[src/rtl/e203_irq_stim.sv]
// Interrupt stimulus generator for the E203 core: after an arming commit, each of the
// ext/sft/tmr lines is raised after a pseudo-random wait and dropped when its handler commits.
`timescale 1ns/1ps
module e203_irq_stim #(
  parameter int                 PC_SIZE    = 32,
  parameter logic [PC_SIZE-1:0] ARM_PC     = 32'h8000015C,
  parameter logic [PC_SIZE-1:0] TOHOST_PC  = 32'h80000086,
  parameter logic [PC_SIZE-1:0] EXT_ACK_PC = 32'h800000a6,
  parameter logic [PC_SIZE-1:0] SFT_ACK_PC = 32'h800000be,
  parameter logic [PC_SIZE-1:0] TMR_ACK_PC = 32'h800000d6,
  parameter int                 STOP_CNT   = 32,
  parameter int                 WAIT_W     = 10,
  parameter logic [31:0]        LFSR_SEED  = 32'hACE1_2D5B
) (
  input  logic               clk,
  input  logic               rst,
  input  logic               en,
  input  logic               cmt_valid,
  input  logic [PC_SIZE-1:0] cmt_pc,
  output logic               ext_irq,
  output logic               sft_irq,
  output logic               tmr_irq,
  output logic               armed,
  output logic               stopped,
  output logic [31:0]        tohost_cnt,
  output logic               all_idle
);

  typedef enum logic [1:0] {ST_OFF, ST_WAIT, ST_ASSERT, ST_DONE} state_t;

  localparam logic [WAIT_W:0] CNT_ONE  = 1;
  localparam logic [31:0]     STOP_LIM = STOP_CNT;

  logic [31:0] lfsr_reg;
  logic        armed_reg;
  logic [31:0] tohost_reg;
  logic [2:0]  irq_vec;

  // Fibonacci LFSR, taps 32,22,2,1; free-running so wait values do not depend on en.
  always_ff @(posedge clk or posedge rst) begin
    if (rst) begin
      lfsr_reg <= LFSR_SEED;
    end else begin
      lfsr_reg <= {lfsr_reg[30:0], lfsr_reg[31] ^ lfsr_reg[21] ^ lfsr_reg[1] ^ lfsr_reg[0]};
    end
  end

  always_ff @(posedge clk or posedge rst) begin
    if (rst) begin
      armed_reg <= 1'b0;
    end else if (!en) begin
      armed_reg <= 1'b0;
    end else if (cmt_valid && (cmt_pc == ARM_PC)) begin
      armed_reg <= 1'b1;
    end
  end

  always_ff @(posedge clk or posedge rst) begin
    if (rst) begin
      tohost_reg <= '0;
    end else if (cmt_valid && (cmt_pc == TOHOST_PC) && (tohost_reg != 32'hFFFF_FFFF)) begin
      tohost_reg <= tohost_reg + 32'd1;
    end
  end

  assign stopped    = (tohost_reg > STOP_LIM);
  assign armed      = armed_reg;
  assign tohost_cnt = tohost_reg;

  for (genvar gi = 0; gi < 3; gi++) begin : g_ch
    localparam logic [PC_SIZE-1:0] ACK_PC = (gi == 0) ? EXT_ACK_PC :
                                            (gi == 1) ? SFT_ACK_PC : TMR_ACK_PC;

    state_t          state_reg, state_next;
    logic [WAIT_W:0] cnt_reg, cnt_next;
    logic [WAIT_W:0] load_val;
    logic            irq_reg;
    logic            ack;

    // One extra bit so a slice of all ones still loads 2^WAIT_W.
    assign load_val = {1'b0, lfsr_reg[gi*WAIT_W +: WAIT_W]} + CNT_ONE;
    assign ack      = cmt_valid && (cmt_pc == ACK_PC);

    always_comb begin
      state_next = state_reg;
      cnt_next   = cnt_reg;
      if (!en) begin
        state_next = ST_OFF;
      end else begin
        case (state_reg)
          ST_OFF: begin
            if (armed_reg) begin
              state_next = ST_WAIT;
              cnt_next   = load_val;
            end
          end
          ST_WAIT: begin
            if (cnt_reg == CNT_ONE) begin
              state_next = ST_ASSERT;
            end else begin
              cnt_next = cnt_reg - CNT_ONE;
            end
          end
          ST_ASSERT: begin
            if (ack) begin
              if (stopped) begin
                state_next = ST_DONE;
              end else begin
                state_next = ST_WAIT;
                cnt_next   = load_val;
              end
            end
          end
          ST_DONE:  state_next = ST_DONE;
          default:  state_next = ST_OFF;
        endcase
      end
    end

    // irq is its own flop (not decoded from state) so the line is glitch-free.
    always_ff @(posedge clk or posedge rst) begin
      if (rst) begin
        state_reg <= ST_OFF;
        cnt_reg   <= '0;
        irq_reg   <= 1'b0;
      end else begin
        state_reg <= state_next;
        cnt_reg   <= cnt_next;
        irq_reg   <= (state_next == ST_ASSERT);
      end
    end

    assign irq_vec[gi] = irq_reg;
  end

  assign ext_irq  = irq_vec[0];
  assign sft_irq  = irq_vec[1];
  assign tmr_irq  = irq_vec[2];
  assign all_idle = ~|irq_vec;

endmodule

[config.mk]
export PLATFORM = sky130hd
export DESIGN_NAME = e203_irq_stim
export DESIGN_NICKNAME = d
export VERILOG_FILES = /design/src/rtl/e203_irq_stim.sv
export SDC_FILE = /design/constraint.sdc
export NUM_CORES = 1
export LEC_CHECK = 0
export CAP_MARGIN = 10
export CELL_PAD_IN_SITES_DETAIL_PLACEMENT = 1
export CELL_PAD_IN_SITES_GLOBAL_PLACEMENT = 2
export CORE_AREA = 2 2 133 135
export DETAILED_ROUTE_END_ITERATION = 12
export DIE_AREA = 0 0 135 137
export GPL_TIMING_DRIVEN = 0
export HOLD_SLACK_MARGIN = 0.1
export PLACE_DENSITY = 0.75
export SLEW_MARGIN = 20
export SYNTH_ARGS = -nofsm -noshare
export SYNTH_HDL_FRONTEND = slang
export SYNTH_SLANG_ARGS = --single-unit
[constraint.sdc]
create_clock -name clk -period 4.2 [get_ports clk]
set_clock_uncertainty 0.2 [all_clocks]
set_input_delay 0.63 -clock clk [delete_from_list [all_inputs] [get_ports clk]]
set_output_delay 0.63 -clock clk [all_outputs]
set_load 0.01 [all_outputs]
# Yosys cells after proc, flatten, opt, wreduce, memory -nomap -nowiden
# Cells that the tools add are included.
# totals
regBits	107
# classes
n_eq_ne	34
bitwise_logic	3
mux	33
addsub	7
n_lt_le_gt_ge	1
n_reduce_logical	17
# op_table
cell	n
== test 32 bit, second input constant	5
2-to-1 mux 11 bit	12
case mux 11 bit (3 select lines)	3
adder 10 x 1 -> 11 bit, second input constant	3
== test 11 x 1 -> 1 bit, second input constant	3
subtractor 11 x 1 -> 11 bit, second input constant	3
adder 32 x 1 -> 32 bit, second input constant	1
> comparator 32 x 6 -> 1 bit, second input constant	1
inequality test 32 bit, second input constant	1
2-to-1 mux 2 bit	13
inequality test 2 bit, second input constant	12
case mux 2 bit (4 select lines)	3
== test 2 bit, second input constant	9
AND reduction 6 bit	3
nonzero test 3 bit	3
== test 2 x 1 -> 1 bit, second input constant	3
logical AND 1 bit	6
zero test 2 bit	3
OR reduction 3 bit	1
XOR 1 bit	3
2-to-1 mux 1 bit	2
inequality test 2 x 1 -> 1 bit, second input constant	1
zero test 1 bit	1

# Depth between registers and ports, before layout
# depth
depth_word	6
ltp_mapped	9

# Worst setup path before layout
# No wires, ideal clock.
# synth_path
path_kind	input to register
start	input cmt_pc[29]
end	register tohost_reg[1] (netlist: tohost_cnt[1])
arrival_ns	2.210
t_required_ns	3.872
setup_ns	0.128
path_stages	6
n_path_buf	1
setup_slack_ns	1.662
cell_sequence	nor4b_1 -> nand3_1 -> nor4_2 -> o211ai_2 -> buf_4 -> mux2_1
# synth_via
elab_chain_cells	3
# synth_lines
item	line_no	source
from (decl)	19	input logic [PC_SIZE-1:0] cmt_pc,
== test 32 bit	61	end else if (cmt_valid && (cmt_pc == TOHOST_PC) && (tohost_reg != 32'hFFFF_FFFF)) begin
logical AND 1 bit (2 in series)	61	
to (signal assigned)	62	tohost_reg <= tohost_reg + 32'd1;
to (decl)	36	logic [31:0] tohost_reg;
# No other way between the ends.
# A chain may end at the register's enable or synchronous reset.

# Worst setup path after layout
# layout_path
start	register tohost_reg[31] (netlist: tohost_cnt[31])
end	output stopped
# layout_via
elab_chain_cells	1
# layout_lines
item	line_no	source
> comparator 32 x 6 -> 1 bit	66	assign stopped = (tohost_reg > STOP_LIM);
to (decl)	24	output logic stopped,
# No other way between the ends.

==> results.tsv <==
stage	metric	value	unit
status	status	finished clean	
synth	synthArstFlopShare	100	%
layout	final_cell_mix	dfrtp_1 (90), clkdlybuf4s50_1 (73), nand2_1 (53)	
cts	post_cts_resized	0	
layout	diodes	0	
timing	fin_crit_sh	79.1	%
critical_path	crit_fanout	5	
floorplan	rows	48	
hold_path	hp-class	reg -> reg	
timing	worst_pin_slew	0.889	ns
global_routing	antenna_found_initial	0	
critical_path	startpoint_type	register	
drt	drc	0	
global_routing	grt_use_met3	3.37	%
floorplan	fp.dieW	135	um
timing	worst_hold_slack	0.159	ns
drt	drt_wl_total	16.2	mm
timing	layout_setup_ws	0.879	ns
global_routing	grt_max_degree	75	
timing	min_period	3.32	ns
cts	cts.sinks	107	
layout	largest_reg_flops	33	
cts	cts_tree	built	
synth	avgSynthCellArea	9.46	um^2
global_routing	grt.busiest_layer	met2	
floorplan	core	17100	um^2
critical_path	arrival	2.49	ns
flow_run	cap_violations	0	
cts	numCtsBuffers	9	
layout	area_delta_synth_final	22.5	%
global_routing	grtUsageMet1	24.2	%
timing	max_freq	0.301	GHz
drt	via_count	4967	
place	io_buffers	73	
critical_path	critical_path_class	reg -> out	
drt	drt_pass1_iterations	4	
floorplan	start_util	34.2	%
synth	synthCells	616	
place	dp_slack	0.665	ns
cts	htree_levels	3	
global_routing	grt_pass1_wl	26.6	mm
synth	synthesis.nets	663	
global_routing	grt_overflow_total	0	
global_routing	grt_pass1_vias	5046	
synth	synth_edf_count	0	
layout	nFillCells	2018	
synth	syn_area	5830	um^2
place	dp.final_hpwl	12.0	mm
critical_path	end_kind	output pin	
drt	post_drt_via_cell_ratio	5.34	
cts	cts_root_buffer	clkbuf_16	
critical_path	worstPathRequired	3.37	ns
timing	relSlewSlack	40.2	%
global_routing	use_met2	30.1	%
cts	cts_setup_buffers	0	
pwr	p_leak	3.00	nW
cts	clkSlewWorstSetupHoldPaths	0.08	ns
layout	nets	748	
floorplan	dieArea	18500	um^2
drt	drt_iter0_markers	162	
layout	final_common_cell	dfrtp_1	
cts	max-clock-path-buffers	2	
global_routing	track_usage	18.1	%
timing	finalSetupViolCount	0	
timing	rsz0062_at_grt	no	
pwr	ir_worst_vdd	185	uV
drt	drtAntennaViolNets	0	
pwr	p_per_area	269	nW/um^2
floorplan	die_height	137	um
place	gp_congestion	0.786	
cts	postCtsHoldBufs	0	
timing	drv_slew	0	
layout	drive_gt1_share	8.07	%
synth	synth_cell_type_count	60	
timing	final_hold_viol_count	0	
synth	synth-main-ff-cell	dfrtp_1	
floorplan	pin_count	74	
cts	clkLatencyLatePin	0.36	ns
drt	routedWlPerCell	17.4	um
synth	synth_warnings	0	
synth	ys_seq_area_share	46.3	%
synth	synth_seq_cells	107	
==> metal layers <==
metal  routed length [um]  part of all wire [%]
met1                 7600                    47
met4                  213                   1.3
met3                  548                   3.4
met5                    0                     0
met2                 7870                    48
==> synthesized netlist by cell type, drive strengths merged, types with 3 or more instances <==
master  instances  area (um^2)
a211oi          4         30.0
a21oi          28          140
a22o            6         52.6
a31oi           9         56.3
a41oi           3         26.3
and2            7         43.8
and3           10         62.6
and4            6         52.6
buf             7         45.0
clkbuf         12         45.0
dfrtp          90         2250
dfstp          17          447
ha             11          138
inv            22         82.6
mux2i           4         40.0
nand2          53          199
nand2b          9         56.3
nand3          30          155
nand4          24          150
nor2           50          188
nor2b          12         75.1
nor3           37          205
nor3b           3         22.5
nor4           23          163
o211ai          3         27.5
o21ai          29          145
o22a            6         52.6
o22ai           3         18.8
o31a            5         43.8
or2             4         25.0
or3             5         31.3
or4             7         56.3
xnor2          28          245
xor2           29          254
==> critical path, cell delays in order (launching register included) <==
cell,delay [ns]
dfrtp_1,0.44
nor4_1,0.33
nand4_1,0.31
or3_1,0.54
clkdlybuf4s50_1,0.52
==> where the power goes <==
part           switching [mW]  internal (mW)
Clock                   0.414          0.405
Combinational          0.0358         0.0348
Sequential      0.00000000379           1.03
Total                   0.450           1.47
==> path summary, 6_finish.rpt <==
kind | startpoint | endpoint | slack, ns | cells past startpoint
max | tohost_cnt[31]$_DFFE_PP0P_ | stopped | 0.88 | 4
min | lfsr_reg[30]$_DFF_PP0_ | lfsr_reg[31]$_DFF_PP1_ | 0.16 | 0
max reg2reg | tohost_cnt[0]$_DFFE_PP0P_ | tohost_cnt[1]$_DFFE_PP0P_ | 1.26 | 7
min reg2reg | lfsr_reg[30]$_DFF_PP0_ | lfsr_reg[31]$_DFF_PP1_ | 0.16 | 0
max in group asynchronous | rst | lfsr_reg[27]$_DFF_PP1_ | 2.67 | 3
min in group asynchronous | rst | g_ch[1].cnt_reg[1]$_DFFE_PP0P_ | 0.42 | 2
==> final cells by class <==
type                    instances  area [um^2]  share of cell area [%]
multi-input cells             468         2960                    41.4
flip-flops and latches        107         2700                    37.8
repair buffers                 74          758                    10.6
well taps                     225          282                    3.94
clock buffers                  10          229                    3.21
plain buffers                  19         90.1                    1.26
inverters                      22         87.6                    1.23
clock inverters                 6         40.0                   0.561
==> cells by family after synthesis <==
| logic type | count (synthesis) | share of synthesized area (%) |
|---|---|---|
| AO/OA/AOI/OAI | 109 | 12.5 |
| XOR/XNOR | 57 | 8.57 |
| adder cells (fa/ha/maj) | 11 | 2.36 |
| buffers and inverters | 41 | 2.96 |
| flip-flops | 107 | 46.3 |
| multiplexers | 5 | 0.880 |
| AND/OR/NAND/NOR | 286 | 26.5 |
==> metrics by stage <==
stage | TNS, ns | total power [mW] | instances | util, % | cell area (um^2)
2_1_floorplan | 0 | 1.07 | 616 | - | 5830
3_3_place_gp | -114.13 | 1.12 | 914 | 40.1 | 6840
3_5_place_dp | 0 | 1.12 | 915 | 40.3 | 6870
4_1_cts | 0 | 1.95 | 931 | 41.9 | 7140
5_1_grt | 0 | 2.00 | 931 | 41.9 | 7140
6_report | 0 | 1.92 | 931 | 41.9 | 7140
No activity file was read; power rests on OpenSTA's default activity.
